--- config.mk ---
export PLATFORM = sky130hd
export DESIGN_NAME = reg_load_fifo
export DESIGN_NICKNAME = d
export VERILOG_FILES = /design/src/rtl/reg_load_fifo.sv
export SDC_FILE = /design/constraint.sdc
export NUM_CORES = 1
export LEC_CHECK = 0
export BUFFER_PORTS_ARGS = -buffer_cell sky130_fd_sc_hd__buf_2
export CAP_MARGIN = 15
export CORE_AREA = 4 4 103 153
export CTS_CLUSTER_SIZE = 28
export DETAILED_ROUTE_END_ITERATION = 10
export DIE_AREA = 0 0 107 157
export GPL_TIMING_DRIVEN = 0
export SETUP_SLACK_MARGIN = 0.1
export SYNTH_ARGS = -nofsm -noshare
export SYNTH_HDL_FRONTEND = slang
export SYNTH_SLANG_ARGS = --single-unit
--- constraint.sdc ---
create_clock -name clk -period 3.9 [get_ports clk]
set_input_delay 0.195 -clock clk [delete_from_list [all_inputs] [get_ports clk]]
set_output_delay 0.195 -clock clk [all_outputs]
set_load 0.03 [all_outputs]
--- src/rtl/reg_load_fifo.sv ---
// reg_load_fifo: upstream feeder for a WIDTH-bit enabled holding register.
// Buffers words from a valid/ready producer in a DEPTH-entry synchronous FIFO
// and pops at most one word per cycle onto a registered din/en pair. Each
// popped word produces exactly one cycle of en.
//
// Ports:
//   clk       rising-edge clock
//   reset     asynchronous active-low reset
//   wr_data   producer word
//   wr_valid  producer offers wr_data
//   wr_ready  FIFO accepts this cycle (= !full, combinational)
//   hold      suppresses the pop of this cycle
//   din       registered word to the holding register
//   en        registered one-cycle load strobe per popped word
//   count     occupancy 0..DEPTH
//   full      count == DEPTH
//   empty     count == 0
module reg_load_fifo #(
  parameter int WIDTH = 32,
  parameter int DEPTH = 4,
  parameter int AW    = 2
) (
  input  logic             clk,
  input  logic             reset,
  input  logic [WIDTH-1:0] wr_data,
  input  logic             wr_valid,
  output logic             wr_ready,
  input  logic             hold,
  output logic [WIDTH-1:0] din,
  output logic             en,
  output logic [AW:0]      count,
  output logic             full,
  output logic             empty
);

  logic [WIDTH-1:0] mem [DEPTH];
  logic [AW-1:0]    wr_ptr, rd_ptr;
  logic             push, pop;

  // Full/empty come from the occupancy count, so pointer equality is never
  // ambiguous after wrap-around.
  assign full     = (count == (AW+1)'(DEPTH));
  assign empty    = (count == '0);
  assign wr_ready = !full;

  // Both decisions use pre-edge state: a full FIFO refuses a push even when a
  // pop frees a slot on the same edge, and an empty FIFO never bypasses.
  assign push = wr_valid && wr_ready;
  assign pop  = !empty && !hold;

  // Storage needs no reset; its contents are only read behind count.
  always_ff @(posedge clk) begin
    if (push) mem[wr_ptr] <= wr_data;
  end

  always_ff @(posedge clk or negedge reset) begin
    if (!reset) begin
      wr_ptr <= '0;
      rd_ptr <= '0;
      count  <= '0;
      din    <= '0;
      en     <= 1'b0;
    end else begin
      if (push) wr_ptr <= wr_ptr + AW'(1);
      if (pop) begin
        din    <= mem[rd_ptr];
        rd_ptr <= rd_ptr + AW'(1);
      end
      // din holds its last word when idle; only the strobe drops.
      en <= pop;
      case ({push, pop})
        2'b10:   count <= count + (AW+1)'(1);
        2'b01:   count <= count - (AW+1)'(1);
        default: count <= count;
      endcase
    end
  end

endmodule

==> metrics <==
count of synthesis-stage warnings from yosys 0; overall routing resource usage 0.1485; remaining max-slew budget at the tightest pin 0.6020; hold path endpoint rd_ptr[1]; net count reported at finish about 450; initial standard-cell utilization of the core 0.4400; Final setup violation count 0; startpoint of the most critical register-to-register path count[2]; most common library cell in the layout ignoring fill and taps sky130_fd_sc_hd__edfxtp_1; site row count 54; buffer levels on the longest clock path 2; Vias per Instance 4.870; number of global-route vias before repair 3344; buffer cell driving the clock tree root sky130_fd_sc_hd__clkbuf_16; final critical path time including I/O delays and setup around 2.3 ns; Max Fanout on Critical Path 11; period utilisation layout 0.6002; Post-DP HPWL between 7 and 8 mm; Slew Limit Fails 0; post-detailed-route DRC marker count 0; CTS clock-pin slew for the worst setup and hold paths around 0.06 ns; number of antenna violations at the first check in global routing 0; ratio of cells with drive above 1 in the final layout 0.4474; H-tree levels 4; top library cells by usage in the layout, fill and taps aside sky130_fd_sc_hd__edfxtp_1 (128), sky130_fd_sc_hd__buf_2 (77), sky130_fd_sc_hd__dfrtp_1 (40); Starting DRT DRC Count 92; leakage 3.024 nW; per-instance average area after synthesis 23.22 um2; worst flop-to-flop path endpoint count[2]; Min-Delay Path Class in2reg; remaining antenna violation count 0; Worst Clk Skew 0.01110 ns; kind of start point of the critical path flop; Worst IR Drop VDD 419.5 uV; net count of the mapped netlist 316; maximum number of pins on one net before global-route repair 41; synthesis-to-layout area growth 25.74%; Arrival @ worst endpoint 2.68 ns; number of buffers added by the clock tree synthesis step 17; fraction of the yosys area taken by sequential cells 0.7615; run status finished clean; global route total overflow 0; Layout fillers 1153; clk sinks 168; antenna cells 0; Max Cap Viol 0; Post-Route Hold Slack between 0.09 and 0.1 ns; worst-case register-to-register setup slack 1.56 ns; Die Span X 107 um; synthesized instance count 274; top post-synthesis cells by area sky130_fd_sc_hd__edfxtp_1 (60%), sky130_fd_sc_hd__dfrtp_1 (16%), sky130_fd_sc_hd__mux4_2 (9.9%), sky130_fd_sc_hd__mux2_4 (5.4%), sky130_fd_sc_hd__mux2_2 (1.8%); slew of the pin with the lowest slew margin a little under 0.6 ns; final weighted congestion in routability-driven placement 0.6549; Min-Delay Startpoint hold; 1st-pass router iterations 4; CP Data Required Time 4.23 ns; largest area contributor in the synthesized netlist sky130_fd_sc_hd__edfxtp_1; number of distinct library cell variants in the gate-level netlist after synthesis 23; Resize count post-CTS 0; Worst R2R Path Depth 9; CTS tree built; number of buffer cells added on primary ports 74; Top-Level Pins 75; Total Negative Setup Slacks 0 ns; die height 157 um; Power per Cell Area 792.0 nW/um2; global-route wire length before repair roughly 18 mm; area of the core 14460 um2; final WL 11.48 mm; Synth Cell Area 6362 um2; via count 2990; later-pin clock latency in the skew report 0.42 ns; RSZ-0062 raised after global routing false; register bit total from synthesis 168; Worst setup EP type flop; area share of the leading cell type in the synthesized netlist 0.6041; class of the most critical setup path reg2reg; final routed wire length divided by cell count around 19 um; top achievable clock speed 427.2 MHz; cell count of the worst hold path 3; DIE AREA 16800 um2; hold violation total from the final report 0
-- metrics by stage --
step / cell area (um2) / setup slack (ns) / utilization / power [W] / cells
2_1_floorplan: 6362 / 1.168 / - / 0.004179 / 274
3_3_place_gp: 6978 / 1.030 / 0.4826 / 0.004726 / 544
3_5_place_dp: 7078 / 1.514 / 0.4895 / 0.004825 / 548
4_1_cts: 7963 / 1.493 / 0.5507 / 0.006443 / 612
5_1_grt: 8000 / 1.325 / 0.5533 / 0.006672 / 614
6_report: 8000 / 1.559 / 0.5533 / 0.006336 / 614
-- where the power goes --
group          leakage (nW)  internal (W)  switching (W)
clock network         0.264      0.000897       0.000682
logic                  1.12      0.000988        0.00116
registers              1.64       0.00244       0.000170
-- worst max-delay path, stage by stage (launching register included) --
cell,delay [ns]
sky130_fd_sc_hd__dfrtp_1,0.41
sky130_fd_sc_hd__nor3_2,0.08
sky130_fd_sc_hd__nor2_2,0.36
sky130_fd_sc_hd__buf_4,0.32
sky130_fd_sc_hd__ha_1,0.23
sky130_fd_sc_hd__inv_1,0.06
sky130_fd_sc_hd__fa_1,0.37
sky130_fd_sc_hd__xor2_1,0.15
sky130_fd_sc_hd__nor2_1,0.12
sky130_fd_sc_hd__xor2_1,0.16
-- area by class of cell --
type / instances / area (um2) / area share
plain buffers: 11 / 86.33 / 0.01079
clock buffers: 18 / 439.2 / 0.05490
clock inverters: 14 / 125.1 / 0.01564
inverters: 7 / 26.28 / 0.003284
multi-input cells: 88 / 1410 / 0.1763
flip-flops and latches: 168 / 4845 / 0.6056
well taps: 196 / 245.2 / 0.03065
repair buffers: 112 / 823.3 / 0.1029
-- cell families after synthesis --
| family | synth area share |
|---|---|
| xor+xnor | 0.008260 |
| fa+ha+maj | 0.01298 |
| buf+inv | 0.01770 |
| flops | 0.7615 |
| simple gates | 0.01042 |
| mux | 0.1892 |
-- worst max-delay path by stage --
stage | from | end | slack (ns) | depth (start not counted)
6_report | count[2] | count[2] | 1.56 | 9
4_1_cts | count[2] | count[2] | 1.49 | 9
3_3_place_gp | count[0] | mem[0][23] | 1.03 | 5
5_1_grt | count[2] | count[2] | 1.33 | 9
2_1_floorplan | count[0] | mem[0][0] | 1.17 | 5
3_5_place_dp | count[2] | count[2] | 1.51 | 9
-- synth_stat cells --
master                     number
sky130_fd_sc_hd__and2_1         4
sky130_fd_sc_hd__buf_2          3
sky130_fd_sc_hd__buf_4          3
sky130_fd_sc_hd__buf_6          4
sky130_fd_sc_hd__clkbuf_1       1
sky130_fd_sc_hd__dfrtp_1       40
sky130_fd_sc_hd__edfxtp_1     128
sky130_fd_sc_hd__fa_1           1
sky130_fd_sc_hd__ha_1           5
sky130_fd_sc_hd__inv_1          7
sky130_fd_sc_hd__mux2_2        10
sky130_fd_sc_hd__mux2_4        23
sky130_fd_sc_hd__mux2i_1        1
sky130_fd_sc_hd__mux4_1         4
sky130_fd_sc_hd__mux4_2        28
sky130_fd_sc_hd__nand3_1        1
sky130_fd_sc_hd__nor2_1         1
sky130_fd_sc_hd__nor2_2         1
sky130_fd_sc_hd__nor2b_2        1
sky130_fd_sc_hd__nor3_2         1
sky130_fd_sc_hd__nor3b_1        1
sky130_fd_sc_hd__xnor2_1        2
sky130_fd_sc_hd__xor2_1         4
-- routing by layer --
| metal | GRT usage | vias to the layer above | share of wire |
|---|---|---|---|
| li1 | - | 1367 | - |
| met3 | 0.03406 | 12 | 0.024 |
| met4 | 0.05484 | 0 | 0.012 |
| met1 | 0.1737 | 1559 | 0.40 |
| met5 | 0 | - | 0 |
| met2 | 0.2667 | 52 | 0.57 |
-- state kept, by name, indices dropped and copies added (netlist names) --
name and count:
mem 128, din 32, count 3, rd_ptr 2
wr_ptr 2, en 1
-- what timing repair did --
item,4_1_cts,5_1_grt
setup buffers,0,0
endpoints found under the setup margin,0,0
hold buffers,32,1
hold endpoints to repair,128,20
No activity file was read; power rests on OpenSTA's default activity.
